### config.mk
export PLATFORM = sky130hd
export DESIGN_NAME = scc_wave_channel_mixer
export DESIGN_NICKNAME = d
export VERILOG_FILES = /design/src/rtl/scc_wave_channel_mixer.sv
export SDC_FILE = /design/constraint.sdc
export NUM_CORES = 1
export LEC_CHECK = 0
export BUFFER_PORTS_ARGS = -buffer_cell sky130_fd_sc_hd__buf_2
export CAP_MARGIN = 20
export CORE_MARGIN = 2
export CORE_UTILIZATION = 58
export DETAILED_ROUTE_END_ITERATION = 6
export HOLD_SLACK_MARGIN = 0.03
export PLACE_DENSITY = 0.9
export REMOVE_ABC_BUFFERS = 1
export SETUP_SLACK_MARGIN = 0.2
export SYNTH_ARGS = -nofsm -noshare
export SYNTH_HDL_FRONTEND = slang
export SYNTH_SLANG_ARGS = --single-unit
### constraint.sdc
create_clock -name clk -period 22.7 [get_ports clk]
set_clock_uncertainty 0.05 [all_clocks]
set_input_delay 4.54 -clock clk [delete_from_list [all_inputs] [get_ports clk]]
set_output_delay 4.54 -clock clk [all_outputs]
set_load 0.01 [all_outputs]
### src/rtl/scc_wave_channel_mixer.sv
// SCC wave channel mixer: fetches per-channel wave samples and mixes volume-scaled channels A-E.
// Latency: sample valid 2 cycles after wave_update; one mix per 6-slot frame, presented in slot 5.
// Backpressure: none, free-running TDM; mix_valid pulses once per frame. Optional macro: SCC_SHARED_WAVE_DE_EN.
module scc_wave_channel_mixer #(
  parameter int VOLUME_WIDTH = 4
) (
  input  logic                     clk,
  input  logic                     reset,
  input  logic [2:0]               active,
  input  logic [4:0]               wave_address,
  input  logic                     wave_update,
  output logic [7:0]               ram_address,
  output logic                     ram_read,
  input  logic [7:0]               ram_rdata,
  input  logic [VOLUME_WIDTH-1:0]  reg_volume_a,
  input  logic [VOLUME_WIDTH-1:0]  reg_volume_b,
  input  logic [VOLUME_WIDTH-1:0]  reg_volume_c,
  input  logic [VOLUME_WIDTH-1:0]  reg_volume_d,
  input  logic [VOLUME_WIDTH-1:0]  reg_volume_e,
  input  logic [4:0]               reg_enable,
  output logic [VOLUME_WIDTH+10:0] mix_out,
  output logic                     mix_valid
);

  localparam int PW = 8 + VOLUME_WIDTH;
  localparam int MW = PW + 3;

  logic [7:0]           ram_address_q, ram_address_d;
  logic                 ram_read_q, ram_read_d;
  logic [2:0]           pend_q, pend_d;
  logic [7:0]           sample_q [5];
  logic signed [MW-1:0] acc_q, acc_d;
  logic signed [MW-1:0] mix_out_q, mix_out_d;
  logic                 mix_valid_q, mix_valid_d;

  logic [2:0]             bank;
  logic [7:0]             cur_sample;
  logic [VOLUME_WIDTH-1:0] cur_vol;
  logic                   cur_en;
  logic signed [PW-1:0]   sample_ext;
  logic signed [PW-1:0]   vol_ext;
  logic signed [PW-1:0]   product;
  logic signed [MW-1:0]   product_ext;

  // Wave RAM bank for the channel in the current slot.
  always_comb begin
    bank = active;
`ifdef SCC_SHARED_WAVE_DE_EN
    // Original SCC: channel E shares channel D's waveform.
    if (active == 3'd4) bank = 3'd3;
`endif
  end

  // Fetch request: only channel slots issue reads; address holds otherwise.
  always_comb begin
    ram_read_d    = 1'b0;
    ram_address_d = ram_address_q;
    pend_d        = pend_q;
    if (wave_update && (active < 3'd5)) begin
      ram_read_d    = 1'b1;
      ram_address_d = {bank, wave_address + 5'd1};
      pend_d        = active;
    end
  end

  // Select the sample/volume/enable of the channel owning the current slot.
  always_comb begin
    cur_sample = 8'd0;
    cur_vol    = '0;
    cur_en     = 1'b0;
    case (active)
      3'd0: begin cur_sample = sample_q[0]; cur_vol = reg_volume_a; cur_en = reg_enable[0]; end
      3'd1: begin cur_sample = sample_q[1]; cur_vol = reg_volume_b; cur_en = reg_enable[1]; end
      3'd2: begin cur_sample = sample_q[2]; cur_vol = reg_volume_c; cur_en = reg_enable[2]; end
      3'd3: begin cur_sample = sample_q[3]; cur_vol = reg_volume_d; cur_en = reg_enable[3]; end
      3'd4: begin cur_sample = sample_q[4]; cur_vol = reg_volume_e; cur_en = reg_enable[4]; end
      default: ;
    endcase
  end

  // Signed sample times unsigned volume; operands widened to PW so the product cannot overflow.
  always_comb begin
    sample_ext  = {{VOLUME_WIDTH{cur_sample[7]}}, cur_sample};
    vol_ext     = {8'd0, cur_vol};
    product     = cur_en ? (sample_ext * vol_ext) : '0;
    product_ext = {{3{product[PW-1]}}, product};
  end

  // Accumulate across slots 0..4; the final sum is registered at the end of slot 4 so
  // mix_out/mix_valid are presented during slot 5.
  always_comb begin
    acc_d       = acc_q;
    mix_out_d   = mix_out_q;
    mix_valid_d = 1'b0;
    case (active)
      3'd0: acc_d = product_ext;
      3'd1, 3'd2, 3'd3: acc_d = acc_q + product_ext;
      3'd4: begin
        acc_d       = acc_q + product_ext;
        mix_out_d   = acc_d;
        mix_valid_d = 1'b1;
      end
      default: ;
    endcase
  end

  // State registers; a returning read lands in the channel recorded at request time.
  always_ff @(posedge clk) begin
    if (reset) begin
      ram_address_q <= 8'd0;
      ram_read_q    <= 1'b0;
      pend_q        <= 3'd0;
      acc_q         <= '0;
      mix_out_q     <= '0;
      mix_valid_q   <= 1'b0;
      for (int i = 0; i < 5; i++) sample_q[i] <= 8'd0;
    end else begin
      ram_address_q <= ram_address_d;
      ram_read_q    <= ram_read_d;
      pend_q        <= pend_d;
      acc_q         <= acc_d;
      mix_out_q     <= mix_out_d;
      mix_valid_q   <= mix_valid_d;
      if (ram_read_q) begin
        case (pend_q)
          3'd0: sample_q[0] <= ram_rdata;
          3'd1: sample_q[1] <= ram_rdata;
          3'd2: sample_q[2] <= ram_rdata;
          3'd3: sample_q[3] <= ram_rdata;
          3'd4: sample_q[4] <= ram_rdata;
          default: ;
        endcase
      end
    end
  end

  assign ram_address = ram_address_q;
  assign ram_read    = ram_read_q;
  assign mix_out     = mix_out_q;
  assign mix_valid   = mix_valid_q;

endmodule

# ---- After elaboration in Yosys (flattened, before gate mapping)
# Memories as Yosys holds them, arrays and structs flattened.
# Index checks and enable logic that the tools add are counted.
dict set report op_classes {
  n_addsub 2
  n_mul 1
  magnitude_cmp 1
  eq_ne 8
  n_mux 34
  n_bitwise 5
  n_reduce_logical 5
}
# operator n
set op_table {}
lappend op_table {{$mux 8} 5}
lappend op_table {{$pmux 8 s5} 1}
lappend op_table {{$pmux 15 s2} 1}
lappend op_table {{$mux 1} 24}
lappend op_table {{$pmux 4 s5} 1}
lappend op_table {{$add 15x12->15} 1}
lappend op_table {{$eq 3x2->1 const B} 4}
lappend op_table {{$mul 8x5->12} 1}
lappend op_table {{$mux 12} 1}
lappend op_table {{$eq 3x1->1 const B} 2}
lappend op_table {{$eq 3x3->1 const B} 2}
lappend op_table {{$logic_not 3->1} 2}
lappend op_table {{$add 5x1->5 const B} 1}
lappend op_table {{$or 1x1->1} 5}
lappend op_table {{$pmux 1 s5} 1}
lappend op_table {{$reduce_or 4->1} 1}
lappend op_table {{$lt 3x3->1 const B} 1}
lappend op_table {{$reduce_bool 2->1} 1}
lappend op_table {{$logic_and 1x1->1} 1}
dict set report word_totals {
  reg_bits 43
  ram_bits 40
  in_bits 44
  output_inout_bits 25
  elab_cells 63
  n_memories 1
}
# memory words word_bits read_ports rd_ports_with_merged_regs wr line_no
set mem_list {}
lappend mem_list {sample_q 5 8 5 0 5 31} ;# logic [7:0] sample_q [5];

# ---- Longest topological paths before layout
# Gate-level depths: netlist of run 1.
dict set report logic_depth {
  ltp_word 6
  mapped_depth 28
  mapped_depth_nobuf 26
}

# ---- Worst setup path before layout of run 1
# No wires, ideal clock.
dict set report synth_timing {
  path_type {input -> register}
  startpoint {in active[0]}
  endpoint {reg acc_q[14]}
  setup_ps 74
  arrival_time_ps 10479
  slack_ps 12096
  path_stages 26
  n_path_buf 3
  cell_sequence {buf_6 > buf_4 > clkbuf_1 > mux2i_1 > o22a_1 > nor2_1 > ha_1 > fa_1 > inv_1 > fa_1 > inv_1 > ha_1 > o21ai_0 > o21bai_1 > nor4_1 > o31a_1 > nor4b_1 > nor4_4 > inv_1 > ha_1 > a21o_1 > a211o_1 > o32ai_1 > xnor2_1 > a2111o_1 > a31oi_1}
}
dict set report synth_via {
  elab_chain_cells 6
}
# item line_no
set synth_rtl {}
lappend synth_rtl {{start: declaration} 9} ;# input logic [2:0] active,
lappend synth_rtl {{$eq 3x3->1 (tied with other cells)} {71, 95}}
lappend synth_rtl {{$pmux 8 s5 or $pmux 4 s5 (tied branches)} 71} ;# case (active)
lappend synth_rtl {{$mul 8x5->12} 85} ;# product = cur_en ? (sample_ext * vol_ext) : '0;
lappend synth_rtl {{$mux 12} 85}
lappend synth_rtl {{$add 15x12->15} {97, 99}}
lappend synth_rtl {{$pmux 15 s2} 95} ;# case (active)
lappend synth_rtl {{end signal: assignment} 113} ;# acc_q <= '0;
lappend synth_rtl {{end signal: assignment} 121} ;# acc_q <= acc_d;
lappend synth_rtl {{end: declaration} 32} ;# logic signed [MW-1:0] acc_q, acc_d;
# Several ways; a longest one is shown, not always the timed one.
# A chain may end at the register's enable or synchronous reset.

# ---- Worst setup path after layout of run 1
dict set report layout_timing {
  startpoint {in active[2]}
  endpoint {reg acc_q[14]}
}
# The elaborated chain is that of the path after synthesis.

==> metrics.log, run 1 <==
[metrics] result of the run: complete, no violations
[metrics] overall via count from detail_route: 4514
[metrics] Arrival @ worst endpoint: 11.52 ns
[metrics] leading cell types by total area after synthesis: sky130_fd_sc_hd__edfxtp_1 (22%), sky130_fd_sc_hd__dfxtp_1 (14%), sky130_fd_sc_hd__ha_1 (8.1%)
[metrics] number of synthesized flops with an enable pin: 40
[metrics] summed instance area of the synthesized netlist: 5550 sq um
[metrics] cell taking the most area after synthesis: sky130_fd_sc_hd__edfxtp_1
[metrics] horizontal extent of the die: 102 um
[metrics] aggregate global routing overflow: 0
[metrics] total iterations of the first detailed-routing run: 4
[metrics] area enclosed by the die boundary: 10400 sq um
[metrics] worst-case register-to-register setup slack: 16.03 ns
[metrics] final critical delay including setup and external delays: 11.30 ns
[metrics] Tot Pwr: 0.346 mW
[metrics] Hold Worst Slack: 0.403 ns
[metrics] Max transition margin: 0.411
[metrics] GRT Util Overall: 0.249
[metrics] synthesized instance count: 586
[metrics] antenna fix cells: 0
[metrics] number of design-rule violations left by the first detailed-router iteration: 231
[metrics] I/O pin count: 69
[metrics] length of routed met3 wiring: 540 um
[metrics] proportion of layout cells with a drive suffix above 1: 0.175
[metrics] fraction of the yosys area taken by sequential cells: 0.361
[metrics] CTS Hold Buffers Added: 0
[metrics] Post-DRT Antenna Nets: 0
[metrics] final critical-path share of the clock period: 0.498
[metrics] Floorplan Core Area: 9280 sq um
[metrics] placed insts: 756
[metrics] worst ir drop on vdd: 0.0574 mV
[metrics] Least-Margin Pin Slew: 0.884 ns
[metrics] hold-critical path depth: 2
[metrics] clock tree from TritonCTS: done
[metrics] pin count of the biggest net entering global routing: 59
[metrics] leakage component of the power: 2.64 nW
[metrics] number of levels the H-tree was split into: 3
[metrics] clock buffers created by TritonCTS: 9
[metrics] mean post-synth cell area: 9.47 sq um
[metrics] WS Path Type: input port to flop
[metrics] worst-case clock buffer depth: 2
[metrics] number of antenna violations at the first check in global routing: 0
[metrics] unique cell type count in the Yosys netlist: 66
[metrics] fraction of synthesis flops using an asynchronous set or reset pin: 0
[metrics] wire length of the first global-routing pass: 20200 um
[metrics] fin nets: 736
[metrics] final setup violation count: 0
[metrics] routed length per instance: 15.8 um
[metrics] clock root buffer master: sky130_fd_sc_hd__clkbuf_8
[metrics] GP Congestion: 0.845
[metrics] final hold viol count: 0
[metrics] Max Fanout on Critical Path: 58
[metrics] type of element launching the critical path: input port
[metrics] achievable frequency: 0.0885 GHz
[metrics] total number of yosys warnings: 0
[metrics] clock-pin slew on the worst setup and hold paths: 0.08 ns
[metrics] buffers added on ports: 68
[metrics] max-slew violation count: 0
[metrics] postcts setup bufs: 0
[metrics] clk sink count: 80
[metrics] flip-flop and latch count after synthesis: 80
[metrics] Final Routed Wirelength: 12200 um
[metrics] worst flop-to-flop path startpoint: sample_q[0][26]$_DFFE_PP_
[metrics] Top Layer Used: met4
[metrics] R2R depth: 24
[metrics] Area growth syn-to-layout: 9.67%
[metrics] initial cell density of the core: 0.598
[metrics] FILL cells: 761
[metrics] clock insertion delay at the later pin of the skew report: 0.36 ns
[metrics] post_cts resized: 0
[metrics] post-route setup TNS: 0 ns
[metrics] vertical die dimension: 102 um
[metrics] number of global-route vias before repair: 4356
[metrics] data required time of the critical path: 22.92 ns
[metrics] startpoint of the most critical hold path: mix_out[9]$_SDFFE_PP0N_
[metrics] ratio of routed vias to standard cells: 5.84
[metrics] WL met1: 5140 um
[metrics] Critical Path End Type: flop
[metrics] Post-synth top flop: sky130_fd_sc_hd__edfxtp_1
[metrics] number of max-capacitance violations reported: 0
[metrics] power per unit of standard cell area: 56.8 nW/um^2
[metrics] DP Wirelength: 9190 um
[metrics] fin cells: 773
[metrics] type of the worst min-delay path: flop to flop
[metrics] start point of the critical path: active[2]
[metrics] Row Count: 35
[metrics] setup repair after global routing missed its margin: false
[metrics] terminus of the critical flop-to-flop path: acc_q[14]$_SDFFE_PP0P_
[metrics] Min-Delay Endpoint: mix_out[9]$_SDFFE_PP0N_
[metrics] routed length on met2: 6280 um
[metrics] count of unresolved DRC violations after routing: 0
[metrics] Yosys top cell area share: 0.216
==> area by class of cell <==
class	instances	area, sq um	area share
inverters	42	158	0.0259
repair buffers	70	359	0.0590
flip-flops and latches	80	2000	0.329
clock inverters	4	28.8	0.00473
well taps	129	161	0.0265
multi-input cells	436	3230	0.531
clock buffers	12	145	0.0238
==> cell usage after synthesis, types with 16 or more instances <==
cell type,instances
sky130_fd_sc_hd__a21oi_1,36
sky130_fd_sc_hd__inv_1,42
sky130_fd_sc_hd__ha_1,36
sky130_fd_sc_hd__and2_1,17
sky130_fd_sc_hd__nor2_1,61
sky130_fd_sc_hd__a211oi_1,22
sky130_fd_sc_hd__fa_1,17
sky130_fd_sc_hd__xnor2_1,16
sky130_fd_sc_hd__o21ai_0,18
sky130_fd_sc_hd__dfxtp_1,40
sky130_fd_sc_hd__clkbuf_1,16
sky130_fd_sc_hd__edfxtp_1,40
sky130_fd_sc_hd__nand2_1,58
sky130_fd_sc_hd__mux2i_1,19
==> per-stage QoR <==
| stage | instance area [sq um] | worst slack (ns) | util |
|---|---|---|---|
| finish | 6090 | 11.40 | 0.656 |
| global route | 6090 | 10.79 | 0.656 |
| CTS | 6080 | 11.13 | 0.655 |
| detailed placement | 5900 | 10.77 | 0.636 |
| global placement | 5900 | 11.16 | 0.636 |
| floorplan | 5390 | 12.13 | - |
==> kinds of logic (layout without fill, tap and decap cells) <==
group / count (synthesis) / count (layout) / synth area share
buffers and inverters: 70 / 128 / 0.0568
AND/OR/NAND/NOR: 186 / 186 / 0.161
AO/OA/AOI/OAI: 149 / 149 / 0.196
XOR/XNOR: 25 / 25 / 0.0408
adder cells (fa/ha/maj): 53 / 53 / 0.142
multiplexers: 23 / 23 / 0.0424
flip-flops: 80 / 80 / 0.361
==> state kept, by name, indices dropped and copies added (netlist names) <==
signal       count
sample_q        40
ram_address      7
pend_q           1
acc_q           15
mix_out         15
mix_valid        1
ram_read         1
==> worst max-delay path: stages <==
cell and delay (ns):
sky130_fd_sc_hd__buf_2 0.07, sky130_fd_sc_hd__buf_4 0.54, sky130_fd_sc_hd__mux2i_1 0.25, sky130_fd_sc_hd__nor2_1 0.05, sky130_fd_sc_hd__a21oi_1 0.14, sky130_fd_sc_hd__o22a_1 0.33, sky130_fd_sc_hd__nor2_1 0.11, sky130_fd_sc_hd__ha_1 0.34
sky130_fd_sc_hd__fa_1 0.56, sky130_fd_sc_hd__inv_1 0.07, sky130_fd_sc_hd__fa_1 0.53, sky130_fd_sc_hd__inv_1 0.05, sky130_fd_sc_hd__ha_1 0.35, sky130_fd_sc_hd__o21ai_0 0.22, sky130_fd_sc_hd__nand2b_1 0.08, sky130_fd_sc_hd__a21oi_1 0.20
sky130_fd_sc_hd__o31a_1 0.24, sky130_fd_sc_hd__a211oi_1 0.10, sky130_fd_sc_hd__nor4_4 0.56, sky130_fd_sc_hd__inv_1 0.17, sky130_fd_sc_hd__ha_1 0.39, sky130_fd_sc_hd__a21o_1 0.20, sky130_fd_sc_hd__a211o_1 0.29, sky130_fd_sc_hd__o32ai_1 0.50
sky130_fd_sc_hd__xnor2_1 0.12, sky130_fd_sc_hd__a2111o_1 0.30, sky130_fd_sc_hd__a31oi_1 0.18
==> placed cells by master, fill, tap and decap left out, types with 3 or more instances in the layout <==
| cell | Yosys | routed |
|---|---|---|
| sky130_fd_sc_hd__a211oi_1 | 22 | 22 |
| sky130_fd_sc_hd__edfxtp_1 | 40 | 40 |
| sky130_fd_sc_hd__a22oi_1 | 7 | 7 |
| sky130_fd_sc_hd__inv_1 | 42 | 42 |
| sky130_fd_sc_hd__o21a_1 | 5 | 5 |
| sky130_fd_sc_hd__buf_2 | 3 | 68 |
| sky130_fd_sc_hd__mux2i_1 | 19 | 19 |
| sky130_fd_sc_hd__nor3_1 | 8 | 8 |
| sky130_fd_sc_hd__o21ai_0 | 18 | 18 |
| sky130_fd_sc_hd__nand2b_1 | 4 | 4 |
| sky130_fd_sc_hd__and3_1 | 4 | 4 |
| sky130_fd_sc_hd__o22a_1 | 7 | 7 |
| sky130_fd_sc_hd__nor2_1 | 61 | 61 |
| sky130_fd_sc_hd__mux2_2 | 3 | 3 |
| sky130_fd_sc_hd__ha_1 | 36 | 36 |
| sky130_fd_sc_hd__or2_2 | 6 | 6 |
| sky130_fd_sc_hd__xor2_1 | 8 | 8 |
| sky130_fd_sc_hd__dfxtp_1 | 40 | 40 |
| sky130_fd_sc_hd__a21o_1 | 6 | 6 |
| sky130_fd_sc_hd__nand2_1 | 58 | 58 |
| sky130_fd_sc_hd__nor2b_1 | 6 | 6 |
| sky130_fd_sc_hd__clkbuf_8 | 0 | 10 |
| sky130_fd_sc_hd__and2_1 | 17 | 17 |
| sky130_fd_sc_hd__fa_1 | 17 | 17 |
| sky130_fd_sc_hd__o21bai_1 | 5 | 5 |
| sky130_fd_sc_hd__a21oi_1 | 36 | 36 |
| sky130_fd_sc_hd__a311oi_1 | 8 | 8 |
| sky130_fd_sc_hd__nand3_1 | 6 | 6 |
| sky130_fd_sc_hd__xnor2_1 | 16 | 16 |
==> how the worst max path moves through the flow <==
stage | cells after the start | endpoint | slack, ns
after floorplan | 24 | acc_q[14]$_SDFFE_PP0P_ | 12.13
after global placement | 25 | acc_q[14]$_SDFFE_PP0P_ | 11.16
after detailed placement | 25 | acc_q[14]$_SDFFE_PP0P_ | 10.77
after CTS | 25 | acc_q[14]$_SDFFE_PP0P_ | 11.13
after global routing | 26 | acc_q[14]$_SDFFE_PP0P_ | 10.79
final | 27 | acc_q[14]$_SDFFE_PP0P_ | 11.40
==> where the power goes <==
part / internal, mW / switching [mW] / leakage, nW
Combinational: 0.0339 / 0.0516 / 1.81
Clock: 0.0430 / 0.0536 / 0.0830
Sequential: 0.160 / 0.00395 / 0.739
==> layer usage <==
metal  global-route usage  up-vias
li1                     -     2186
met1                0.308     2164
met2                0.435      138
met3               0.0363       26
met4                0.106        0
met5                    0        -
(Power assumes the default switching activity.)
==> run 2: changes to the inputs <==
--- a/config.mk
+++ b/config.mk
@@ -5,13 +5,14 @@
 export SDC_FILE = /design/constraint.sdc
 export NUM_CORES = 1
 export LEC_CHECK = 0
+export ABC_AREA = 1
 export BUFFER_PORTS_ARGS = -buffer_cell sky130_fd_sc_hd__buf_2
 export CAP_MARGIN = 20
 export CORE_MARGIN = 2
-export CORE_UTILIZATION = 58
+export CORE_UTILIZATION = 53
 export DETAILED_ROUTE_END_ITERATION = 6
 export HOLD_SLACK_MARGIN = 0.03
-export PLACE_DENSITY = 0.9
+export PLACE_DENSITY = 0.87
 export REMOVE_ABC_BUFFERS = 1
 export SETUP_SLACK_MARGIN = 0.2
 export SYNTH_ARGS = -nofsm -noshare
==> constraint.sdc (replaced) <==
create_clock -name clk -period 9.6 [get_ports clk]
set_clock_uncertainty 0.05 [all_clocks]
set_input_delay 1.92 -clock clk [delete_from_list [all_inputs] [get_ports clk]]
set_output_delay 1.92 -clock clk [all_outputs]
set_load 0.01 [all_outputs]
==> metrics.log, run 2 <==
[metrics] number of levels the H-tree was split into: 3
[metrics] most common library cell in the layout ignoring fill and taps: sky130_fd_sc_hd__nand2_1
[metrics] Arrival @ worst endpoint: 8.33 ns
[metrics] Max Fanout on Critical Path: 20
[metrics] CTS Hold Buffers Added: 0
[metrics] vertical die dimension: 104 um
[metrics] final critical delay including setup and external delays: 8.07 ns
[metrics] leading cell types by total area after synthesis: sky130_fd_sc_hd__edfxtp_1 (23%), sky130_fd_sc_hd__dfxtp_1 (15%), sky130_fd_sc_hd__ha_1 (8.5%)
[metrics] final critical-path share of the clock period: 0.841
[metrics] Row Count: 36
[metrics] max-slew violation count: 0
[metrics] Least-Margin Pin Slew: 0.932 ns
[metrics] number of design-rule violations left by the first detailed-router iteration: 377
[metrics] fraction of synthesis flops using an asynchronous set or reset pin: 0
[metrics] Hold Worst Slack: 0.454 ns
[metrics] type of the worst min-delay path: flop to flop
[metrics] final core utilization: 0.611
[metrics] DP Wirelength: 9630 um
[metrics] mean post-synth cell area: 7.93 sq um
[metrics] clock-pin slew on the worst setup and hold paths: 0.08 ns
[metrics] aggregate global routing overflow: 0
[metrics] number of max-capacitance violations reported: 0
[metrics] pin count of the biggest net entering global routing: 29
[metrics] Critical Path End Type: flop
[metrics] post_cts resized: 0
[metrics] flip-flop count of the largest register, all copies and words added: 40
[metrics] overall via count from detail_route: 4788
[metrics] clock insertion delay at the later pin of the skew report: 0.37 ns
[metrics] final hold viol count: 0
[metrics] final setup violation count: 0
[metrics] CP max stage cell: sky130_fd_sc_hd__nor2_2
[metrics] GP Congestion: 0.938
[metrics] routed length per instance: 14.8 um
[metrics] result of the run: complete, no violations
[metrics] number of antenna violations at the first check in global routing: 0
[metrics] cell taking the most area after synthesis: sky130_fd_sc_hd__edfxtp_1
[metrics] fin nets: 835
[metrics] FILL cells: 848
[metrics] flip-flop and latch count after synthesis: 80
[metrics] data required time of the critical path: 9.86 ns
[metrics] biggest cell delay along the critical path: 0.65 ns
[metrics] Max transition margin: 0.376
[metrics] Area growth syn-to-layout: 12.2%
[metrics] leakage component of the power: 3.05 nW
[metrics] area enclosed by the die boundary: 10900 sq um
[metrics] count of unresolved DRC violations after routing: 0
[metrics] antenna fix cells: 0
[metrics] setup repair after global routing missed its margin: false
[metrics] worst ir drop on vdd: 0.0797 mV
[metrics] Yosys top cell area share: 0.226
[metrics] wire length of the first global-routing pass: 22100 um
[metrics] Floorplan Core Area: 9770 sq um
[metrics] clock root buffer master: sky130_fd_sc_hd__clkbuf_8
[metrics] clock buffers created by TritonCTS: 9
[metrics] Post-synth top flop: sky130_fd_sc_hd__edfxtp_1
[metrics] number of synthesized flops with an enable pin: 40
[metrics] fin cells: 876
[metrics] total iterations of the first detailed-routing run: 6
[metrics] buffers added on ports: 68
[metrics] Synth top cells by count: sky130_fd_sc_hd__nand2_1 (119), sky130_fd_sc_hd__inv_1 (109), sky130_fd_sc_hd__nor2_1 (87)
[metrics] number of global-route vias before repair: 4949
[metrics] proportion of layout cells with a drive suffix above 1: 0.167
[metrics] post-route setup TNS: 0 ns
[metrics] GRT Util Overall: 0.250
[metrics] Post-DRT Antenna Nets: 0
[metrics] power per unit of standard cell area: 134 nW/um^2
[metrics] placed insts: 860
[metrics] initial cell density of the core: 0.545
[metrics] clk sink count: 80
[metrics] most used standard cell by instance count after synthesis: sky130_fd_sc_hd__nand2_1
[metrics] summed instance area of the synthesized netlist: 5320 sq um
[metrics] Final Routed Wirelength: 13000 um
[metrics] unique cell type count in the Yosys netlist: 45
[metrics] ratio of routed vias to standard cells: 5.47
[metrics] total number of yosys warnings: 0
[metrics] WS Path Type: input port to flop
[metrics] postcts setup bufs: 0
[metrics] type of element launching the critical path: input port
[metrics] top register by number of flip-flops: sample_q
[metrics] synthesized instance count: 671
[metrics] horizontal extent of the die: 104 um
[metrics] fraction of the yosys area taken by sequential cells: 0.376
[metrics] achievable frequency: 0.124 GHz
[metrics] commonest non-fill, non-tap cells in the layout: sky130_fd_sc_hd__nand2_1 (119), sky130_fd_sc_hd__inv_1 (109), sky130_fd_sc_hd__nor2_1 (87)
[metrics] I/O pin count: 69
[metrics] worst-case clock buffer depth: 2
[metrics] clock tree from TritonCTS: done
==> run 2: cell count changes in the layout (fill, tap and decap cells not counted), sizes merged, moves of 17 or more <==
cell    delta
and2      -17
nor2      +29
nand2     +76
nand3     +37
a211oi    -22
inv       +72
mux2i     -19
==> run 2: final timing paths <==
kind	cells past startpoint	startpoint	end	slack, ns
setup / recovery	39	active[0]	acc_q[14]$_SDFFE_PP0P_	1.53
hold / removal	2	acc_q[8]$_SDFFE_PP0P_	acc_q[8]$_SDFFE_PP0P_	0.45
setup reg to reg	33	sample_q[0][26]$_DFFE_PP_	acc_q[14]$_SDFFE_PP0P_	3.69
hold reg to reg	2	acc_q[8]$_SDFFE_PP0P_	acc_q[8]$_SDFFE_PP0P_	0.45
==> run 2: cells by family after synthesis <==
group	count (synthesis)	synth area share
flops	80	0.376
compound gates	100	0.112
fa+ha+maj	53	0.149
xor+xnor	14	0.0230
buf+inv	133	0.0980
simple gates	291	0.242
==> run 2: stage by stage <==
step	power [mW]	instance area [sq um]	setup slack, ns
finish	0.798	5970	1.53
global route	0.837	5970	0.941
CTS	0.798	5970	1.62
detailed placement	0.558	5790	1.33
global placement	0.549	5790	1.64
floorplan	0.503	5230	2.26
==> run 2: area by class of cell <==
cell class,count,area (sq um),area share
flip-flops and latches,80,2000,0.335
multi-input cells,458,2800,0.469
well taps,133,166,0.0279
inverters,115,432,0.0723
clock buffers,11,131,0.0220
clock inverters,5,56.3,0.00943
repair buffers,74,385,0.0645
==> run 2: power by group <==
group	switching [mW]	internal (mW)	leakage, nW	total (mW)
registers	0.00865	0.377	0.743	0.386
clock network	0.123	0.120	0.0953	0.244
logic	0.111	0.0576	2.22	0.168
==> run 2: worst max-delay path, delay by kind of cell <==
family                   cells  cell delay (ns)
XOR/XNOR                     1             0.17
adder cells (fa/ha/maj)      5             2.07
AO/OA/AOI/OAI                6             0.76
buffers and inverters        6             0.62
AND/OR/NAND/NOR             21             2.78
==> run 2: routing by layer <==
metal / wire (um) / GRT usage / up-vias
li1: - / - / 2319
met5: 0 / 0 / -
met4: 354 / 0.123 / 0
met1: 5470 / 0.305 / 2221
met2: 6240 / 0.422 / 211
met3: 910 / 0.0514 / 37
